<file path="src/rtl/tetris_pkg.sv">
// tetris_pkg: shared shape codes, FSM states and draw helper for the piece sequencer
package tetris_pkg;
  localparam int SHAPE_W = 3;
  localparam int NUM_SHAPES = 7;
  localparam logic [SHAPE_W-1:0] SHAPE_NONE = 3'd0;
  localparam logic [SHAPE_W-1:0] SHAPE_I = 3'd1;
  localparam logic [SHAPE_W-1:0] SHAPE_O = 3'd2;
  localparam logic [SHAPE_W-1:0] SHAPE_T = 3'd3;
  localparam logic [SHAPE_W-1:0] SHAPE_S = 3'd4;
  localparam logic [SHAPE_W-1:0] SHAPE_Z = 3'd5;
  localparam logic [SHAPE_W-1:0] SHAPE_J = 3'd6;
  localparam logic [SHAPE_W-1:0] SHAPE_L = 3'd7;
  typedef enum logic [1:0] {IDLE, FILL, READY, REFILL} state_t;
  function automatic logic [SHAPE_W-1:0] lowest_shape(input logic [NUM_SHAPES-1:0] mask);
    lowest_shape = SHAPE_NONE;
    for (int i = NUM_SHAPES - 1; i >= 0; i--)
      if (mask[i]) lowest_shape = SHAPE_W'(i + 1);
  endfunction
endpackage

</file>
<file path="src/rtl/bag_randomizer.sv">
// bag_randomizer: LFSR-driven 7-bag draw, one attempt per cycle, forced pick after 7 rejects
module bag_randomizer import tetris_pkg::*; #(
  parameter logic [15:0] LFSR_SEED = 16'hACE1
) (
  input  logic               clk,
  input  logic               rst_n,
  input  logic               flush,
  input  logic               draw_req,
  output logic               draw_valid,
  output logic [SHAPE_W-1:0] draw_shape
);
  localparam logic [15:0] SEED = (LFSR_SEED == 16'h0000) ? 16'h0001 : LFSR_SEED;
  logic [15:0] lfsr;
  logic [NUM_SHAPES-1:0] bag_mask, cleared, mask_next;
  logic [2:0] retry;
  logic [7:0] slots, sel;
  logic hit;
  // candidate check against the bag; the lowest remaining shape is the fallback
  always_comb begin
    slots = {bag_mask, 1'b0};
    hit = slots[lfsr[2:0]];
    draw_valid = draw_req && !flush && (hit || retry == 3'd7);
    draw_shape = hit ? lfsr[2:0] : lowest_shape(bag_mask);
    sel = 8'b1 << draw_shape;
    cleared = bag_mask & ~sel[7:1];
    mask_next = (cleared == '0) ? 7'h7F : cleared;
  end
  // LFSR free-runs; bag and retry count follow accepted/rejected attempts
  always_ff @(posedge clk) begin
    if (!rst_n) begin
      lfsr <= SEED;
      bag_mask <= 7'h7F;
      retry <= 3'd0;
    end else begin
      lfsr <= {1'b0, lfsr[15:1]} ^ (lfsr[0] ? 16'hB400 : 16'h0000);
      if (flush) begin
        bag_mask <= 7'h7F;
        retry <= 3'd0;
      end else if (draw_valid) begin
        bag_mask <= mask_next;
        retry <= 3'd0;
      end else if (draw_req) begin
        retry <= retry + 3'd1;
      end
    end
  end
endmodule

</file>
<file path="src/rtl/piece_sequencer.sv">
// piece_sequencer: preview queue and spawn handshake fed by the 7-bag randomizer
module piece_sequencer import tetris_pkg::*; #(
  parameter int          PREVIEW_DEPTH = 3,
  parameter logic [15:0] LFSR_SEED     = 16'hACE1
) (
  input  logic                               clk,
  input  logic                               rst_n,
  input  logic                               game_start,
  input  logic                               spawn_req,
  output logic                               spawn_valid,
  output logic [SHAPE_W-1:0]                 spawn_shape,
  output logic [SHAPE_W*PREVIEW_DEPTH-1:0]   preview_shapes,
  output logic                               ready
);
  localparam int CW = $clog2(PREVIEW_DEPTH + 2);
  localparam logic [CW-1:0] LAST = CW'(PREVIEW_DEPTH);
  state_t state, state_next;
  logic [CW-1:0] count;
  logic [SHAPE_W-1:0] queue [PREVIEW_DEPTH+1];
  logic draw_req, draw_valid, spawn_go;
  logic [SHAPE_W-1:0] draw_shape;

  bag_randomizer #(.LFSR_SEED(LFSR_SEED)) u_bag (
    .clk(clk),
    .rst_n(rst_n),
    .flush(game_start),
    .draw_req(draw_req),
    .draw_valid(draw_valid),
    .draw_shape(draw_shape)
  );

  // game_start overrides everything; READY is left only by a spawn, FILL/REFILL by a draw
  always_comb begin
    draw_req = !game_start && (state == FILL || state == REFILL);
    spawn_go = !game_start && state == READY && spawn_req;
    state_next = game_start ? FILL :
                 spawn_go ? REFILL :
                 (draw_valid && (state == REFILL || count == LAST)) ? READY : state;
    ready = state == READY;
  end

  // state, spawn pulse and queue: flush, shift on spawn, append at the tail on draw
  always_ff @(posedge clk) begin
    if (!rst_n) begin
      state <= IDLE;
      count <= '0;
      spawn_valid <= 1'b0;
      spawn_shape <= SHAPE_NONE;
      for (int i = 0; i <= PREVIEW_DEPTH; i++) queue[i] <= SHAPE_NONE;
    end else begin
      state <= state_next;
      spawn_valid <= spawn_go;
      if (game_start) begin
        count <= '0;
        for (int i = 0; i <= PREVIEW_DEPTH; i++) queue[i] <= SHAPE_NONE;
      end else if (spawn_go) begin
        spawn_shape <= queue[0];
        for (int i = 0; i < PREVIEW_DEPTH; i++) queue[i] <= queue[i+1];
        queue[PREVIEW_DEPTH] <= SHAPE_NONE;
        count <= count - CW'(1);
      end else if (draw_valid) begin
        for (int i = 0; i <= PREVIEW_DEPTH; i++)
          if (count == CW'(i)) queue[i] <= draw_shape;
        count <= count + CW'(1);
      end
    end
  end

  for (genvar i = 0; i < PREVIEW_DEPTH; i++) begin : g_prev
    assign preview_shapes[i*SHAPE_W +: SHAPE_W] = queue[i+1];
  end
endmodule

</file>
<file path="config.mk">
export PLATFORM = sky130hd
export DESIGN_NAME = piece_sequencer
export DESIGN_NICKNAME = d
export VERILOG_FILES = /design/src/rtl/tetris_pkg.sv /design/src/rtl/bag_randomizer.sv /design/src/rtl/piece_sequencer.sv
export SDC_FILE = /design/constraint.sdc
export NUM_CORES = 1
export LEC_CHECK = 0
export CORE_MARGIN = 2
export CORE_UTILIZATION = 52
export CTS_CLUSTER_DIAMETER = 50
export DETAILED_ROUTE_END_ITERATION = 6
export HOLD_SLACK_MARGIN = 0.1
export PLACE_DENSITY_LB_ADDON = 0.2
export SETUP_SLACK_MARGIN = 0.05
export SYNTH_ARGS = -nofsm -noshare
export SYNTH_HDL_FRONTEND = slang
export SYNTH_SLANG_ARGS = --single-unit
</file>
<file path="constraint.sdc">
create_clock -name clk -period 2.1 [get_ports clk]
set_input_delay 0.42 -clock clk [delete_from_list [all_inputs] [get_ports clk]]
set_output_delay 0.42 -clock clk [all_outputs]
set_load 0.05 [all_outputs]
</file>
==> qor.log <==
INFO  pwr            comb_power_share=0.118
INFO  clock_tree     cts-root-buf=sky130_fd_sc_hd__clkbuf_8
INFO  floorplan      initial_utilization=0.534
INFO  synthesis      simple_gate_portion_of_the_synthesized_area=0.225
INFO  pwr            p_int=0.00141W
INFO  timing         hold_viol=0
INFO  routing        routed_wire_length_per_instance=15.3um
INFO  grt            grt_max_degree=23
INFO  synthesis      synth.largest_area_cell=sky130_fd_sc_hd__dfxtp_1
INFO  placement      dpl.hpwl=3740um
INFO  worst_hold_path timing.hold.worst.start=u_bag.lfsr[12]$_SDFF_PN0_
INFO  worst_setup_path worst_ep_required_time=2.32ns
INFO  synthesis      synthesis.yosys.warnings=0
INFO  placement      globalplace.congestion=0.893
INFO  clock_tree     cts_inserted_buffers=5
INFO  finish         regArea=1070um^2
INFO  floorplan      ioPinCount=18
INFO  grt            grt_pass1_wl=8650um
INFO  pwr            p_clk_frac=0.347
INFO  finish         antennaDiodeCount=0
INFO  synthesis      avgSynthCellArea=9.43um^2
INFO  clock_tree     clock_path_buffers=2
INFO  synthesis      synth_cell_type_count=49
INFO  synthesis      ys_async_sr_fraction=0
INFO  worst_setup_path cp-startpoint=u_bag.lfsr[1]$_SDFF_PN0_
INFO  routing        initial_drt_pass_iterations=4
INFO  pwr            total_switching_power=0.000413W
INFO  floorplan      area_enclosed_by_the_die_boundary=4990um^2
INFO  worst_setup_path worstPathMaxFanout=7
INFO  routing        m1WireLength=2520um
INFO  grt            grt_overflow_total=0
INFO  synthesis      most_numerous_cell_in_the_yosys_netlist=sky130_fd_sc_hd__dfxtp_1
INFO  worst_setup_path worstReg2RegStart=u_bag.lfsr[1]$_SDFF_PN0_
INFO  floorplan      fp.coreArea=4320um^2
INFO  outcome        outcome=complete, but fails checks
INFO  grt            antenna_found_initial=0
INFO  synthesis      netlist.area_leader.share=0.303
INFO  pwr            switching_share=0.226
INFO  synthesis      postSynthRegisterBits=47
INFO  synthesis      postSynthCellCount=245
INFO  synthesis      yosys-top-cells-area=sky130_fd_sc_hd__dfxtp_1, sky130_fd_sc_hd__edfxtp_1, sky130_fd_sc_hd__nand2_1
INFO  worst_setup_path timing.critical_path.to_type=register
INFO  synthesis      main_combinational_cell_family_by_area_after_synthesis=simple AND/OR/NAND/NOR gates
INFO  worst_setup_path criticalPathCategory=register to register
INFO  synthesis      post_synth_fa_ha_maj_area_fraction=0.0433
INFO  floorplan      die_x=70.6um
INFO  pwr            peak_vdd_ir=0.728mV
INFO  timing         slew_headroom=0.585
INFO  timing         final_period_utilization=1.08
INFO  worst_hold_path hold_path.class=register to register
INFO  synthesis      synth_seq_area_share=0.459
INFO  synthesis      synth_common_cells=sky130_fd_sc_hd__dfxtp_1, sky130_fd_sc_hd__nand2_1, sky130_fd_sc_hd__nor2_1
INFO  timing         final_critical_path_setup_slack=-0.164ns
INFO  synthesis      netlist_area=2310um^2
INFO  routing        dr_total_vias=1879
INFO  pwr            p_leak=1.14nW
INFO  timing         unrepaired_setup_endpoints_after_global_routing=true
INFO  routing        dr_wl_met3=242um
INFO  clock_tree     cts_num_sinks=47
INFO  finish         filler_cell_count=342
INFO  clock_tree     cts_tree=done
INFO  clock_tree     number_of_h_tree_branching_levels=2
INFO  grt            groute.usage.overall=0.221
INFO  clock_tree     cts_hold_buffers=0
INFO  routing        met2RoutedLength=2450um
INFO  placement      placed_cell_area=2760um^2
INFO  routing        route.final.wire_length=5280um
INFO  timing         tightest_pin_transition=0.621ns
INFO  synthesis      synth_ff_type=sky130_fd_sc_hd__dfxtp_1
INFO  finish         layoutNonFillerInstCount=345
INFO  synthesis      fraction_of_synthesized_cell_area_in_xor_and_xnor_cells=0.0190
INFO  synthesis      synth_mux_area_frac=0.0585
INFO  finish         final_area=3060um^2
INFO  timing         fmax=442MHz
INFO  routing        dr.first_iter.drc_count=124
INFO  routing        dr.max_layer_used=met4
INFO  clock_tree     clk_pin_slew_worst_paths=0.08ns
INFO  run            max_cap_viol_count=0
INFO  outcome        failing_checks=negative setup slack
INFO  timing         timing.final.setup_violations=7
INFO  floorplan      fp-row-count=24
INFO  synthesis      synth_compound_area_frac=0.146
INFO  timing         layout_min_cycle_time=2.26ns
INFO  routing        post_drt_via_cell_ratio=5.45
INFO  worst_setup_path start_kind=register
INFO  synthesis      mappedNetlistNets=257
INFO  pwr            power.density=597nW/um^2
INFO  worst_setup_path cp_data_arrival_time=2.48ns
INFO  placement      dp.cells=335
INFO  timing         slew_viol_final=0
INFO  floorplan      floorplan.die.height=70.6um
INFO  routing        number_of_antenna_violating_nets_in_the_routed_design=0
INFO  finish         total_area_of_multi_input_combinational_cells=1330um^2
INFO  routing        drcViolationCount=0
INFO  timing         timing.clock.skew=0.0109ns
INFO  synthesis      synth-edff-count=12
INFO  finish         area_delta_synth_final=32.4%
INFO  finish         net_count_final=304
INFO  grt            first_global_vias=1812
INFO  clock_tree     clock_latency=0.30ns
INFO  placement      buffer_ports.inserted=17
INFO  finish         post_route_cells_drive_above_1_share=0.314
INFO  pwr            seqPwrFrac=0.534
[path summary, 6_finish.rpt]
check | to | slack, ns | depth (start not counted)
worst max register to register | u_bag.bag_mask[5]$_SDFFE_PP1N_ | -0.16 | 8
worst min-delay path | u_bag.lfsr[11]$_SDFF_PN1_ | 0.42 | 1
worst max-delay path | u_bag.bag_mask[5]$_SDFFE_PP1N_ | -0.16 | 8
worst min register to register | u_bag.lfsr[11]$_SDFF_PN1_ | 0.42 | 1
[power by group through the flow]
stage	clock [W]	sequential (W)	combinational (W)
floorplan	0	0.00102	0.0000957
global placement	0	0.000996	0.000188
detailed placement	0	0.000997	0.000190
CTS	0.000651	0.000976	0.000203
global route	0.000677	0.000980	0.000231
finish	0.000634	0.000976	0.000216
[cells in the final DEF (no fill, tap or decap), types with 4 or more instances in the layout]
master,count
sky130_fd_sc_hd__buf_4,35
sky130_fd_sc_hd__dfxtp_1,33
sky130_fd_sc_hd__nor2_1,25
sky130_fd_sc_hd__nand2_1,23
sky130_fd_sc_hd__clkdlybuf4s50_1,16
sky130_fd_sc_hd__edfxtp_1,12
sky130_fd_sc_hd__and2_1,10
sky130_fd_sc_hd__nand2b_1,9
sky130_fd_sc_hd__o21ai_2,8
sky130_fd_sc_hd__ha_1,8
sky130_fd_sc_hd__nand2_4,7
sky130_fd_sc_hd__inv_1,6
sky130_fd_sc_hd__a21oi_1,6
sky130_fd_sc_hd__a22oi_1,6
sky130_fd_sc_hd__mux2i_1,5
sky130_fd_sc_hd__clkbuf_8,5
sky130_fd_sc_hd__a31oi_1,4
sky130_fd_sc_hd__o21ai_1,4
sky130_fd_sc_hd__nand2_2,4
sky130_fd_sc_hd__nand3_1,4
sky130_fd_sc_hd__a21boi_1,4
sky130_fd_sc_hd__xnor2_1,4
sky130_fd_sc_hd__buf_6,4
[state kept, by name, indices dropped and copies added (netlist names)]
name and count:
count 3, state 2, queue 12, u_bag.retry 3, spawn_shape 3, u_bag.lfsr 16
spawn_valid 1, u_bag.bag_mask 7
[area by class of cell]
class	count	share of cell area
flip-flops and latches	47	0.349
clock buffers	7	0.0249
clock inverters	1	0.00982
well taps	52	0.0213
repair buffers	55	0.153
multi-input cells	177	0.434
inverters	6	0.00736
[through the flow]
| stage | worst slack, ns | power (W) | hold slack [ns] | setup TNS (ns) | util |
|---|---|---|---|---|---|
| 2_1_floorplan | -0.0597 | 0.00111 | 0.386 | -0.341 | - |
| 3_3_place_gp | -0.111 | 0.00118 | 0.389 | -0.736 | 0.637 |
| 3_5_place_dp | -0.199 | 0.00119 | 0.404 | -1.22 | 0.637 |
| 4_1_cts | -0.146 | 0.00183 | 0.423 | -0.869 | 0.681 |
| 5_1_grt | -0.275 | 0.00189 | 0.429 | -1.95 | 0.707 |
| 6_report | -0.164 | 0.00183 | 0.418 | -0.911 | 0.707 |
[routing by layer]
metal / vias up / track usage
met5: - / 0
met4: 0 / 0.0629
met3: 7 / 0.0399
met2: 43 / 0.341
met1: 895 / 0.321
li1: 934 / -
[worst max-delay path: stages, from the launching register on]
cell and delay [ns]:
sky130_fd_sc_hd__dfxtp_4 0.39, sky130_fd_sc_hd__mux2_4 0.31, sky130_fd_sc_hd__and3_4 0.18, sky130_fd_sc_hd__o32a_1 0.38, sky130_fd_sc_hd__nor4b_2 0.26, sky130_fd_sc_hd__a211oi_2 0.10, sky130_fd_sc_hd__a211oi_4 0.25, sky130_fd_sc_hd__nand2_2 0.16
sky130_fd_sc_hd__a22oi_1 0.17
[kinds of logic after synthesis]
kind of cell,after synthesis
mux,10
compound gates,50
flops,47
fa+ha+maj,8
buf+inv,21
simple gates,104
xor+xnor,5
[timing repair]
item	CTS	global route
endpoints found under the setup margin	22	38
pin swaps	11	16
buffers inserted	1	2
gates resized for setup	18	27
No activity file was read; power rests on OpenSTA's default activity.
